File: config.mk
export PLATFORM = sky130hd
export DESIGN_NAME = mesi_isc_cache_agent_flat
export DESIGN_NICKNAME = d
export VERILOG_FILES = /design/src/rtl/mesi_isc_cache_agent_if.sv /design/src/rtl/mesi_isc_cache_agent.sv /design/src/flat_wrapper.sv
export SDC_FILE = /design/constraint.sdc
export NUM_CORES = 1
export LEC_CHECK = 0
export CAP_MARGIN = 20
export CORE_MARGIN = 4
export CORE_UTILIZATION = 70
export DETAILED_ROUTE_END_ITERATION = 8
export DONT_BUFFER_PORTS = 1
export GPL_ROUTABILITY_DRIVEN = 0
export PLACE_DENSITY_LB_ADDON = 0.08
export REMOVE_ABC_BUFFERS = 1
export SLEW_MARGIN = 10
export SYNTH_ARGS = -nofsm -noshare
export SYNTH_HDL_FRONTEND = slang
export SYNTH_SLANG_ARGS = --single-unit
File: constraint.sdc
create_clock -name clk -period 12 [get_ports clk]
set_input_delay 3 -clock clk [delete_from_list [all_inputs] [get_ports clk]]
set_output_delay 3 -clock clk [all_outputs]
set_load 0.05 [all_outputs]
File: src/rtl/mesi_isc_cache_agent_if.sv
// Bundles the three handshakes of one cache agent: the CPU request port, the
// main bus (agent is initiator) and the coherence bus (agent is responder).
interface mesi_isc_cache_agent_if #(
    parameter int ADDR_WIDTH     = 32,
    parameter int MBUS_CMD_WIDTH = 3,
    parameter int CBUS_CMD_WIDTH = 3
);
    logic                      cpu_req_i;
    logic                      cpu_wr_i;
    logic [ADDR_WIDTH-1:0]     cpu_addr_i;
    logic                      cpu_ack_o;
    logic [MBUS_CMD_WIDTH-1:0] mbus_cmd_o;
    logic [ADDR_WIDTH-1:0]     mbus_addr_o;
    logic                      mbus_ack_i;
    logic [CBUS_CMD_WIDTH-1:0] cbus_cmd_i;
    logic [ADDR_WIDTH-1:0]     cbus_addr_i;
    logic                      cbus_ack_o;

    // Agent side.
    modport slave (
        input  cpu_req_i, cpu_wr_i, cpu_addr_i,
        output cpu_ack_o,
        output mbus_cmd_o, mbus_addr_o,
        input  mbus_ack_i,
        input  cbus_cmd_i, cbus_addr_i,
        output cbus_ack_o
    );

    // CPU / controller side.
    modport master (
        output cpu_req_i, cpu_wr_i, cpu_addr_i,
        input  cpu_ack_o,
        input  mbus_cmd_o, mbus_addr_o,
        output mbus_ack_i,
        output cbus_cmd_i, cbus_addr_i,
        input  cbus_ack_o
    );
endinterface

File: src/rtl/mesi_isc_cache_agent.sv
// Cache-side endpoint for one CPU port of the MESI coherence controller.
// Keeps a small direct-mapped MESI table, issues broadcasts / memory traffic
// on the main bus and services snoops and enables on the coherence bus.
module mesi_isc_cache_agent #(
    parameter int ADDR_WIDTH     = 32,
    parameter int MBUS_CMD_WIDTH = 3,
    parameter int CBUS_CMD_WIDTH = 3,
    parameter int LINES_LOG2     = 2
) (
    input logic                   clk,
    input logic                   rst,
    mesi_isc_cache_agent_if.slave bus
);
    localparam int LINES = 1 << LINES_LOG2;

    localparam logic [MBUS_CMD_WIDTH-1:0] MB_NOP      = MBUS_CMD_WIDTH'(0);
    localparam logic [MBUS_CMD_WIDTH-1:0] MB_WR       = MBUS_CMD_WIDTH'(1);
    localparam logic [MBUS_CMD_WIDTH-1:0] MB_RD       = MBUS_CMD_WIDTH'(2);
    localparam logic [MBUS_CMD_WIDTH-1:0] MB_WR_BROAD = MBUS_CMD_WIDTH'(3);
    localparam logic [MBUS_CMD_WIDTH-1:0] MB_RD_BROAD = MBUS_CMD_WIDTH'(4);

    localparam logic [CBUS_CMD_WIDTH-1:0] CB_NOP      = CBUS_CMD_WIDTH'(0);
    localparam logic [CBUS_CMD_WIDTH-1:0] CB_WR_SNOOP = CBUS_CMD_WIDTH'(1);
    localparam logic [CBUS_CMD_WIDTH-1:0] CB_RD_SNOOP = CBUS_CMD_WIDTH'(2);
    localparam logic [CBUS_CMD_WIDTH-1:0] CB_EN_WR    = CBUS_CMD_WIDTH'(3);
    localparam logic [CBUS_CMD_WIDTH-1:0] CB_EN_RD    = CBUS_CMD_WIDTH'(4);

    typedef enum logic [1:0] {ST_I = 2'd0, ST_S = 2'd1, ST_E = 2'd2, ST_M = 2'd3} mesi_e;
    typedef enum logic [2:0] {IDLE, EVICT, BROAD, WAIT_EN, MEM, SNP_WB, SNP_ACK} fsm_e;

    mesi_e                     state_q [LINES];
    logic [ADDR_WIDTH-1:0]     tag_q   [LINES];

    fsm_e                      fsm_q, fsm_d, ret_q, ret_d;
    logic [MBUS_CMD_WIDTH-1:0] mbus_cmd_q, mbus_cmd_d;
    logic [ADDR_WIDTH-1:0]     mbus_addr_q, mbus_addr_d;
    logic                      cpu_ack_q, cpu_ack_d;
    logic                      cbus_ack_q, cbus_ack_d;
    logic                      req_wr_q, req_wr_d;
    logic [ADDR_WIDTH-1:0]     req_addr_q, req_addr_d;
    logic [CBUS_CMD_WIDTH-1:0] snp_cmd_q, snp_cmd_d;
    logic [ADDR_WIDTH-1:0]     snp_addr_q, snp_addr_d;
    logic                      blk_q, blk_set;
    logic [CBUS_CMD_WIDTH-1:0] blk_cmd_q;
    logic [ADDR_WIDTH-1:0]     blk_addr_q;

    logic                      tbl_we;
    logic [LINES_LOG2-1:0]     tbl_idx;
    mesi_e                     tbl_state_w;
    logic [ADDR_WIDTH-1:0]     tbl_tag_w;

    logic [LINES_LOG2-1:0]     cpu_idx, req_idx, snp_idx, hsnp_idx;
    logic                      cpu_hit, cpu_local, snp_hit, snp_vld, cb_blocked, en_ok;

    assign cpu_idx  = bus.cpu_addr_i[LINES_LOG2-1:0];
    assign req_idx  = req_addr_q[LINES_LOG2-1:0];
    assign snp_idx  = bus.cbus_addr_i[LINES_LOG2-1:0];
    assign hsnp_idx = snp_addr_q[LINES_LOG2-1:0];

    assign cpu_hit   = (tag_q[cpu_idx] == bus.cpu_addr_i) && (state_q[cpu_idx] != ST_I);
    assign cpu_local = cpu_hit && (!bus.cpu_wr_i || state_q[cpu_idx] == ST_E ||
                                   state_q[cpu_idx] == ST_M);
    assign snp_hit   = (tag_q[snp_idx] == bus.cbus_addr_i) && (state_q[snp_idx] != ST_I);

    // A command already acked stays invisible until the bus goes NOP or moves address.
    assign cb_blocked = blk_q && (bus.cbus_cmd_i == blk_cmd_q) && (bus.cbus_addr_i == blk_addr_q);
    assign snp_vld    = !cb_blocked && (bus.cbus_cmd_i == CB_WR_SNOOP || bus.cbus_cmd_i == CB_RD_SNOOP);
    assign en_ok      = !cb_blocked && (bus.cbus_addr_i == req_addr_q) &&
                        (bus.cbus_cmd_i == (req_wr_q ? CB_EN_WR : CB_EN_RD));

    assign bus.mbus_cmd_o  = mbus_cmd_q;
    assign bus.mbus_addr_o = mbus_addr_q;
    assign bus.cpu_ack_o   = cpu_ack_q;
    assign bus.cbus_ack_o  = cbus_ack_q;

    // MESI state table: one write port driven by the FSM.
    always_ff @(posedge clk or negedge rst) begin
        if (!rst) begin
            for (int i = 0; i < LINES; i++) begin
                state_q[i] <= ST_I;
                tag_q[i]   <= '0;
            end
        end else if (tbl_we) begin
            state_q[tbl_idx] <= tbl_state_w;
            tag_q[tbl_idx]   <= tbl_tag_w;
        end
    end

    // Control and output registers.
    always_ff @(posedge clk or negedge rst) begin
        if (!rst) begin
            fsm_q       <= IDLE;
            ret_q       <= IDLE;
            mbus_cmd_q  <= MB_NOP;
            mbus_addr_q <= '0;
            cpu_ack_q   <= 1'b0;
            cbus_ack_q  <= 1'b0;
            blk_q       <= 1'b0;
        end else begin
            fsm_q       <= fsm_d;
            ret_q       <= ret_d;
            mbus_cmd_q  <= mbus_cmd_d;
            mbus_addr_q <= mbus_addr_d;
            cpu_ack_q   <= cpu_ack_d;
            cbus_ack_q  <= cbus_ack_d;
            if (blk_set)
                blk_q <= 1'b1;
            else if (bus.cbus_cmd_i == CB_NOP || bus.cbus_addr_i != blk_addr_q)
                blk_q <= 1'b0;
        end
    end

    // Captured request / snoop details; only meaningful while the FSM uses them.
    always_ff @(posedge clk) begin
        req_wr_q   <= req_wr_d;
        req_addr_q <= req_addr_d;
        snp_cmd_q  <= snp_cmd_d;
        snp_addr_q <= snp_addr_d;
        if (blk_set) begin
            blk_cmd_q  <= bus.cbus_cmd_i;
            blk_addr_q <= bus.cbus_addr_i;
        end
    end

    // Next-state logic; each bus state issues its command on entry and leaves on ack.
    always_comb begin
        fsm_d       = fsm_q;
        ret_d       = ret_q;
        mbus_cmd_d  = mbus_cmd_q;
        mbus_addr_d = mbus_addr_q;
        cpu_ack_d   = 1'b0;
        cbus_ack_d  = 1'b0;
        blk_set     = 1'b0;
        req_wr_d    = req_wr_q;
        req_addr_d  = req_addr_q;
        snp_cmd_d   = snp_cmd_q;
        snp_addr_d  = snp_addr_q;
        tbl_we      = 1'b0;
        tbl_idx     = req_idx;
        tbl_state_w = ST_I;
        tbl_tag_w   = req_addr_q;

        if ((fsm_q == IDLE || fsm_q == WAIT_EN) && snp_vld) begin
            snp_cmd_d  = bus.cbus_cmd_i;
            snp_addr_d = bus.cbus_addr_i;
            blk_set    = 1'b1;
            ret_d      = fsm_q;
            if (snp_hit && state_q[snp_idx] == ST_M) begin
                fsm_d = SNP_WB;
            end else begin
                fsm_d      = SNP_ACK;
                cbus_ack_d = 1'b1;
                if (snp_hit) begin
                    tbl_we    = 1'b1;
                    tbl_idx   = snp_idx;
                    tbl_tag_w = bus.cbus_addr_i;
                    if (bus.cbus_cmd_i == CB_WR_SNOOP) tbl_state_w = ST_I;
                    else                               tbl_state_w = ST_S;
                end
            end
        end else begin
            case (fsm_q)
                IDLE: begin
                    // The ack cycle still sees the old request; ignore it then.
                    if (bus.cpu_req_i && !cpu_ack_q) begin
                        req_wr_d   = bus.cpu_wr_i;
                        req_addr_d = bus.cpu_addr_i;
                        if (cpu_local) begin
                            cpu_ack_d = 1'b1;
                            if (bus.cpu_wr_i) begin
                                tbl_we      = 1'b1;
                                tbl_idx     = cpu_idx;
                                tbl_tag_w   = bus.cpu_addr_i;
                                tbl_state_w = ST_M;
                            end
                        end else if (state_q[cpu_idx] == ST_M && tag_q[cpu_idx] != bus.cpu_addr_i) begin
                            fsm_d = EVICT;
                        end else begin
                            fsm_d = BROAD;
                        end
                    end
                end
                EVICT: begin
                    if (mbus_cmd_q == MB_NOP) begin
                        mbus_cmd_d  = MB_WR;
                        mbus_addr_d = tag_q[req_idx];
                    end else if (bus.mbus_ack_i) begin
                        mbus_cmd_d  = MB_NOP;
                        tbl_we      = 1'b1;
                        tbl_tag_w   = tag_q[req_idx];
                        tbl_state_w = ST_I;
                        fsm_d       = BROAD;
                    end
                end
                BROAD: begin
                    if (mbus_cmd_q == MB_NOP) begin
                        mbus_cmd_d  = req_wr_q ? MB_WR_BROAD : MB_RD_BROAD;
                        mbus_addr_d = req_addr_q;
                    end else if (bus.mbus_ack_i) begin
                        mbus_cmd_d = MB_NOP;
                        fsm_d      = WAIT_EN;
                    end
                end
                WAIT_EN: begin
                    if (en_ok) begin
                        cbus_ack_d = 1'b1;
                        blk_set    = 1'b1;
                        fsm_d      = MEM;
                    end
                end
                MEM: begin
                    if (mbus_cmd_q == MB_NOP) begin
                        mbus_cmd_d  = req_wr_q ? MB_WR : MB_RD;
                        mbus_addr_d = req_addr_q;
                    end else if (bus.mbus_ack_i) begin
                        mbus_cmd_d  = MB_NOP;
                        tbl_we      = 1'b1;
                        tbl_state_w = req_wr_q ? ST_M : ST_S;
                        cpu_ack_d   = 1'b1;
                        fsm_d       = IDLE;
                    end
                end
                SNP_WB: begin
                    if (mbus_cmd_q == MB_NOP) begin
                        mbus_cmd_d  = MB_WR;
                        mbus_addr_d = snp_addr_q;
                    end else if (bus.mbus_ack_i) begin
                        mbus_cmd_d  = MB_NOP;
                        tbl_we      = 1'b1;
                        tbl_idx     = hsnp_idx;
                        tbl_tag_w   = snp_addr_q;
                        tbl_state_w = (snp_cmd_q == CB_WR_SNOOP) ? ST_I : ST_S;
                        cbus_ack_d  = 1'b1;
                        fsm_d       = SNP_ACK;
                    end
                end
                SNP_ACK: fsm_d = ret_q;
                default: fsm_d = IDLE;
            endcase
        end
    end
endmodule

File: src/flat_wrapper.sv
// flat-port wrapper written by rule: the top's interface ports become plain ports
module mesi_isc_cache_agent_flat 
#(
    parameter int ADDR_WIDTH     = 32,
    parameter int MBUS_CMD_WIDTH = 3,
    parameter int CBUS_CMD_WIDTH = 3,
    parameter int LINES_LOG2     = 2
)
  (clk, rst, bus_cpu_req_i, bus_cpu_wr_i, bus_cpu_addr_i, bus_cpu_ack_o, bus_mbus_cmd_o, bus_mbus_addr_o, bus_mbus_ack_i, bus_cbus_cmd_i, bus_cbus_addr_i, bus_cbus_ack_o);
  mesi_isc_cache_agent_if #(.ADDR_WIDTH(ADDR_WIDTH), .MBUS_CMD_WIDTH(MBUS_CMD_WIDTH), .CBUS_CMD_WIDTH(CBUS_CMD_WIDTH)) bus_i ();
  input logic clk;
  input logic rst;
  input wire logic [$bits(bus_i.cpu_req_i)-1:0] bus_cpu_req_i;
  input wire logic [$bits(bus_i.cpu_wr_i)-1:0] bus_cpu_wr_i;
  input wire logic [$bits(bus_i.cpu_addr_i)-1:0] bus_cpu_addr_i;
  output wire logic [$bits(bus_i.cpu_ack_o)-1:0] bus_cpu_ack_o;
  output wire logic [$bits(bus_i.mbus_cmd_o)-1:0] bus_mbus_cmd_o;
  output wire logic [$bits(bus_i.mbus_addr_o)-1:0] bus_mbus_addr_o;
  input wire logic [$bits(bus_i.mbus_ack_i)-1:0] bus_mbus_ack_i;
  input wire logic [$bits(bus_i.cbus_cmd_i)-1:0] bus_cbus_cmd_i;
  input wire logic [$bits(bus_i.cbus_addr_i)-1:0] bus_cbus_addr_i;
  output wire logic [$bits(bus_i.cbus_ack_o)-1:0] bus_cbus_ack_o;
  assign bus_i.cpu_req_i = bus_cpu_req_i;
  assign bus_i.cpu_wr_i = bus_cpu_wr_i;
  assign bus_i.cpu_addr_i = bus_cpu_addr_i;
  assign bus_cpu_ack_o = bus_i.cpu_ack_o;
  assign bus_mbus_cmd_o = bus_i.mbus_cmd_o;
  assign bus_mbus_addr_o = bus_i.mbus_addr_o;
  assign bus_i.mbus_ack_i = bus_mbus_ack_i;
  assign bus_i.cbus_cmd_i = bus_cbus_cmd_i;
  assign bus_i.cbus_addr_i = bus_cbus_addr_i;
  assign bus_cbus_ack_o = bus_i.cbus_ack_o;
  mesi_isc_cache_agent #(.ADDR_WIDTH(ADDR_WIDTH), .MBUS_CMD_WIDTH(MBUS_CMD_WIDTH), .CBUS_CMD_WIDTH(CBUS_CMD_WIDTH), .LINES_LOG2(LINES_LOG2)) u_core (.clk(clk), .rst(rst), .bus(bus_i));
endmodule
==> Flow_metrics.wiki, run 1 <==
{| class="wikitable"
! Metric !! Value
|-
| Total instance count after detailed placement || 1531
|-
| Cell with the largest stage delay on the worst path || a22oi_2
|-
| Top cell type by total area after synthesis || dfrtp_1
|-
| Post-synthesis instance area || 16380 um^2
|-
| IR Drop Worst-Case VDD || 0.0002060 V
|-
| Sequential element share of the synthesized area || 46.37%
|-
| Largest net degree at the start of global routing || 181
|-
| Ordered cell list for the critical path || mux4_2, xor2_1, nor4_1, nand3_1, nor4bb_1, nor4b_4, o211ai_1, a22oi_2, buf_4, mux2_2
|-
| Source-to-sink clock delay at the later pin of the worst-skew pair || 0.58 ns
|-
| Number of nets still failing antenna checks after routing || 0
|-
| Sum of overflow across all layers after global routing || 0
|-
| Area share of fa/ha/maj cells after synthesis || 0%
|-
| Clock-pin transition on the worst setup and hold timing paths || 0.06 ns
|-
| Prevailing post-synth register cell || dfrtp_1
|-
| Final HPWL from detailed placement || 31250 um
|-
| Post-route fraction of the period consumed by the critical path || 60.95%
|-
| Xor/xnor share of the synthesized area || 6.629%
|-
| Detailed Route Iter0 Violations || 1850
|-
| Critical Path Source Type || input port
|-
| Max-cap violations || 0
|-
| Clock Tree Buf Depth || 3
|-
| Highest net fanout along the worst path || 53
|-
| Avg Synthesized Cell Area || 12.58 um^2
|-
| Crit path buf inv count || 1
|-
| Final count of pins violating max slew || 0
|-
| Run status || finished, final reports clean
|-
| FFs w/ async S/R, synth || 63.60%
|-
| Post-Place Cell Area || 16480 um^2
|-
| Placement row count || 55
|-
| Sequential standard cell area || 7597 um^2
|-
| Setup TNS Final || 0 ns
|-
| Relative area change from synthesis to final layout || 6.919%
|-
| Relative max-transition margin || 15.66%
|-
| Root buf cell || clkbuf_16
|-
| Via count of the first global-routing pass || 12320
|-
| Share of synthesized area spent on multiplexers || 23.51%
|-
| Overall die area || 25920 um^2
|-
| Total number of yosys warnings || 0
|-
| Total of cells resized after clock tree synthesis || 0
|-
| Total GRT Usage || 38.22%
|-
| Power per unit of standard cell area || 240.5 nW/um^2
|-
| Net count, final || 1324
|-
| Area fraction in compound gates after synthesis || 12.27%
|-
| Leakage || 0.006743 uW
|-
| Setup clock skew after layout || 0.01879 ns
|-
| Summed area of non-filler cells in the final layout || 17520 um^2
|-
| CTS Buf Count || 30
|-
| Unrepaired setup endpoints after global routing || no
|-
| Wire length of the first global-routing pass || 75780 um
|-
| Detailed-route via count || 12320
|-
| Worst endpoint required time || 12.44 ns
|-
| Transition time of the tightest slew-check pin || 1.265 ns
|-
| Area used by multi-input combinational logic || 8312 um^2
|-
| Highest Clock Rate || 136.7 MHz
|-
| Min-delay worst type || flop to flop
|-
| Most frequent cells after synthesis || dfrtp_1, mux2_2, edfxtp_1
|-
| Count of clock tree sinks || 283
|-
| Setup bufs post-CTS || 0
|-
| Clock tree from TritonCTS || built
|-
| CTS hold repair buffers || 0
|-
| Die extent in x || 161.0 um
|-
| Fraction of layout instances using a drive strength above 1 || 23.20%
|-
| Antenna violations before repair || 0
|-
| DRT Pass-1 Iters || 7
|-
| Final-report hold violation count || 0
|-
| Number of setup violations in the final report || 0
|-
| Start-to-end type of the worst setup path || input port to flop
|-
| Routed vias/inst || 7.751
|-
| Synth top area cells || dfrtp_1, edfxtp_1, mux4_2, mux2_2, xor2_1
|-
| Flop and latch count out of synthesis || 283
|-
| Worst path max stage delay || 1.10 ns
|-
| DRC viols || 0
|-
| Synth top area share || 27.49%
|-
| Total wire length after detailed routing || 49970 um
|-
| Tmin final || 7.314 ns
|-
| Main combinational cell family by area after synthesis || multiplexers
|-
| Total core area || 22850 um^2
|-
| Top-count cell post-synth || dfrtp_1
|-
| I/O Buffers || 0
|-
| CTS HTree Levels || 1
|-
| Fillers || 1476
|-
| Final std cells w/o fill || 1589
|-
| Routed length per placed instance || 31.45 um
|-
| Die Y-Extent || 161.0 um
|-
| Arr. time, crit path || 7.76 ns
|-
| Number of cells produced by synthesis || 1302
|-
| I/O pins || 109
|-
| Fraction of the mapped netlist area in simple logic gates || 8.004%
|-
| Starting density of the core || 71.71%
|-
| Kind of cell adding the most delay to the critical path || simple AND/OR/NAND/NOR gates
|-
| Endpoint class of the critical path || flop
|-
| Antenna diode instance count || 0
|-
| Distinct cell type count after synthesis || 70
|-
| Number of flops mapped to enable cells by yosys || 103
|}
==> through the flow <==
stage          setup slack [ns]  hold WS (ns)  power [uW]  utilization [%]
2_1_floorplan             4.156        0.4457        2754                -
3_3_place_gp              4.356        0.4735        3154            72.15
3_5_place_dp              4.245        0.4758        3208            72.15
4_1_cts                   4.829        0.4942        4153            76.50
5_1_grt                   4.520        0.5063        4383            76.67
6_report                  4.686        0.5010        4213            76.67
==> per-layer routing <==
| metal | vias to the layer above | part of all wire [%] | wire [um] | GRT usage, % |
|---|---|---|---|---|
| li1 | 4994 | - | - | - |
| met1 | 6095 | 36 | 18050 | 52.86 |
| met2 | 1038 | 46 | 22750 | 58.29 |
| met3 | 190 | 14 | 6918 | 11.43 |
| met4 | 0 | 4.5 | 2249 | 14.35 |
| met5 | - | 0 | 0 | 0 |
==> area by class of cell <==
class | count | area share, %
sequential | 283 | 43.37
timing repair buffer | 20 | 1.000
tap | 313 | 2.236
inverter | 13 | 0.2786
clock inverter | 15 | 0.9643
multi-input combinational | 904 | 47.45
clock buffer | 41 | 4.700
==> path summary, 6_finish.rpt <==
kind,startpoint,end,slack (ns),depth (start not counted)
worst max-delay path,bus_cbus_addr_i[0],u_core.state_q[7],4.69,10
worst min-delay path,u_core.ret_q[2],u_core.ret_q[2],0.50,1
worst max register to register,u_core.blk_addr_q[19],u_core.state_q[7],6.74,11
worst min register to register,u_core.ret_q[2],u_core.ret_q[2],0.50,1
max in group asynchronous,rst,u_core.tag_q[120],9.52,0
min in group asynchronous,rst,u_core.bus.mbus_addr_o[21],2.13,0
==> cell usage in the layout, fill, tap and decap left out, drive strengths merged, types with 9 or more instances in the layout <==
master / count
a21oi: 48
a221o: 30
a221oi: 31
a22o: 34
and2: 9
buf: 20
clkbuf: 41
clkinv: 9
dfrtp: 180
edfxtp: 103
inv: 14
mux2: 141
mux2i: 32
mux4: 84
nand2: 62
nand3: 23
nand4: 19
nor2: 60
nor3: 9
nor4: 23
o21ai: 49
o32ai: 30
xnor2: 59
xor2: 65
==> power breakdown <==
part / internal [uW] / leakage, uW / switching, uW
clock: 546 / 0.000481 / 398
sequential: 1310 / 0.00325 / 448
combinational: 710 / 0.00301 / 799
total: 2570 / 0.00674 / 1640
==> registers in the layout, summed over array words and instances, names as in the netlist <==
register                flops
u_core.tag_q              128
u_core.blk_addr_q          32
u_core.bus.mbus_addr_o     32
u_core.req_addr_q          32
u_core.snp_addr_q          32
u_core.state_q              8
u_core.blk_cmd_q            3
u_core.bus.mbus_cmd_o       3
u_core.fsm_q                3
u_core.ret_q                3
u_core.snp_cmd_q            3
u_core.blk_q                1
u_core.bus.cbus_ack_o       1
u_core.bus.cpu_ack_o        1
u_core.req_wr_q             1
==> cell families after synthesis <==
family / Yosys count
muxes: 257
and+or+nand+nor: 254
buffers and inverters: 115
xor gates and xnor gates: 124
AOI/OAI and AO/OA: 269
DFF: 283
(Power assumes the default switching activity.)
==> inputs of run 2 (changes only) <==
--- a/config.mk
+++ b/config.mk
@@ -7,7 +7,7 @@
 export LEC_CHECK = 0
 export CAP_MARGIN = 20
 export CORE_MARGIN = 4
-export CORE_UTILIZATION = 70
+export CORE_UTILIZATION = 65
 export DETAILED_ROUTE_END_ITERATION = 8
 export DONT_BUFFER_PORTS = 1
 export GPL_ROUTABILITY_DRIVEN = 0
==> constraint.sdc (replaced) <==
create_clock -name clk -period 7.5 [get_ports clk]
set_input_delay 1.875 -clock clk [delete_from_list [all_inputs] [get_ports clk]]
set_output_delay 1.875 -clock clk [all_outputs]
set_load 0.05 [all_outputs]
==> run 2 against run 1 <==
  * Clock power up 66%
  * Cell count is 0.69% higher
  * Sequential cell count is the same
  * Critical path type unchanged
  * Largest power group unchanged
==> Flow_metrics.wiki, run 2 (same netlist as run 1, synthesis figures left out) <==
{| class="wikitable"
! Metric !! Value
|-
| Number of nets still failing antenna checks after routing || 0
|-
| Source-to-sink clock delay at the later pin of the worst-skew pair || 0.57 ns
|-
| Placement row count || 57
|-
| Detailed Route Iter0 Violations || 1759
|-
| Capture instance of the worst register-to-register path || u_core.tag_q[39]
|-
| Unrepaired setup endpoints after global routing || no
|-
| Sum of overflow across all layers after global routing || 0
|-
| Number of setup violations in the final report || 0
|-
| IR Drop Worst-Case VDD || 0.0004504 V
|-
| CTS HTree Levels || 1
|-
| Setup TNS Final || 0 ns
|-
| Wire length of the first global-routing pass || 75350 um
|-
| Die Y-Extent || 166.8 um
|-
| Net count, final || 1325
|-
| Min-delay worst type || flop to flop
|-
| Starting density of the core || 66.78%
|-
| Critical Path Source Type || input port
|-
| Commonest non-fill, non-tap cells in the layout || dfrtp_1, mux2_2, edfxtp_1
|-
| Internal reg-to-reg setup slack || 2.88 ns
|-
| Setup bufs post-CTS || 0
|-
| Largest net degree at the start of global routing || 181
|-
| Number of flip-flops under the largest register name || 128
|-
| Routed length per placed instance || 30.94 um
|-
| Max-cap violations || 0
|-
| Detailed-route via count || 12030
|-
| Antenna diode instance count || 0
|-
| Power per unit of standard cell area || 385.1 nW/um^2
|-
| Tmin final || 5.533 ns
|-
| Total core area || 24530 um^2
|-
| Via count of the first global-routing pass || 12200
|-
| Top register by number of flip-flops || u_core.tag_q
|-
| Clock Tree Buf Depth || 3
|-
| Power Total || 6790 uW
|-
| Final-report hold violation count || 0
|-
| Critical path launch point || bus_cpu_addr_i[0]
|-
| Relative area change from synthesis to final layout || 7.606%
|-
| Clock-pin transition on the worst setup and hold timing paths || 0.06 ns
|-
| Total wire length after detailed routing || 49510 um
|-
| Antenna violations before repair || 1
|-
| Highest net fanout along the worst path || 41
|-
| I/O pins || 109
|-
| Arr. time, crit path || 6.04 ns
|-
| Final count of pins violating max slew || 0
|-
| Relative max-transition margin || 20.13%
|-
| Total of cells resized after clock tree synthesis || 0
|-
| I/O Buffers || 0
|-
| Clock tree from TritonCTS || built
|-
| Count of clock tree sinks || 283
|-
| DRT Pass-1 Iters || 5
|-
| Final std cells w/o fill || 1600
|-
| Worst reg2reg path startpoint || u_core.tag_q[25]
|-
| Total instance count after detailed placement || 1543
|-
| Endpoint class of the critical path || flop
|-
| Summed area of non-filler cells in the final layout || 17630 um^2
|-
| Critical Path End || u_core.tag_q[39]
|-
| Worst endpoint required time || 8.00 ns
|-
| Transition time of the tightest slew-check pin || 1.192 ns
|-
| Routed vias/inst || 7.520
|-
| Start-to-end type of the worst setup path || input port to flop
|-
| Reg2Reg Depth || 10
|-
| Final HPWL from detailed placement || 31230 um
|-
| Die extent in x || 166.8 um
|-
| Leakage || 0.006799 uW
|-
| Post-route fraction of the period consumed by the critical path || 73.77%
|-
| CTS hold repair buffers || 0
|-
| Overall die area || 27810 um^2
|-
| Setup clock skew after layout || 0.008936 ns
|-
| CTS Buf Count || 30
|-
| Run status || finished, final reports clean
|-
| Post-Place Cell Area || 16540 um^2
|-
| Commonest non-fill, non-tap cell in the layout || dfrtp_1
|-
| Fraction of layout instances using a drive strength above 1 || 23.59%
|-
| DRC viols || 0
|-
| Root buf cell || clkbuf_16
|-
| Highest Clock Rate || 180.7 MHz
|-
| Total GRT Usage || 35.15%
|}
[run 2: changes by cell type in the layout (fill, tap and decap cells not counted), sizes merged]
cell,before,now
clkinv,9,8
clkinvlp,2,1
clkbuf,41,43
buf,20,21
inv,14,13
[run 2: worst min-delay path by stage]
stage	from	end	slack, ns	depth (start not counted)
global placement	u_core.ret_q[2]	u_core.ret_q[2]	0.49	1
floorplan	u_core.ret_q[2]	u_core.ret_q[2]	0.45	1
finish	u_core.ret_q[2]	u_core.ret_q[2]	0.51	1
detailed placement	u_core.ret_q[2]	u_core.ret_q[2]	0.50	1
CTS	u_core.ret_q[2]	u_core.ret_q[2]	0.51	1
global route	u_core.ret_q[2]	u_core.ret_q[2]	0.53	1
[run 2: power breakdown]
part / total, uW / internal, uW / switching, uW
Sequential: 2800 / 2100 / 704
Clock: 1570 / 936 / 636
Combinational: 2410 / 1140 / 1270
Total: 6790 / 4180 / 2610
[run 2: layer usage]
layer / global-route usage, % / wire [um] / up-vias
met5: 0 / 11 / -
met4: 11.78 / 1666 / 2
met3: 11.66 / 6359 / 126
met2: 54.18 / 22630 / 856
met1: 47.72 / 18840 / 6037
li1: - / - / 5011
[run 2: final cells by class]
| type | count | area [um^2] |
|---|---|---|
| clock buffers | 43 | 902.1 |
| clock inverters | 12 | 143.9 |
| fillers | 1713 | 6904 |
| inverters | 13 | 48.80 |
| multi-input cells | 904 | 8312 |
| flip-flops and latches | 283 | 7597 |
| well taps | 324 | 405.4 |
| repair buffers | 21 | 220.2 |
[run 2: critical path, stage by stage]
cell and delay (ns):
mux4_2 0.49, xnor2_1 0.47, o211ai_1 0.19, nor4_1 0.46, nand3_1 0.42, nor2_2 0.98, buf_4 0.46, a221oi_1 0.16
nor2_1 0.28, mux2_2 0.21
[run 2: per-stage QoR]
stage | hold slack, ns | setup WS (ns) | util [%]
detailed placement | 0.4984 | 1.587 | 67.43
global placement | 0.4898 | 1.646 | 67.43
CTS | 0.5120 | 2.162 | 71.70
floorplan | 0.4457 | 0.7810 | -
global route | 0.5350 | 1.802 | 71.86
finish | 0.5103 | 1.967 | 71.86
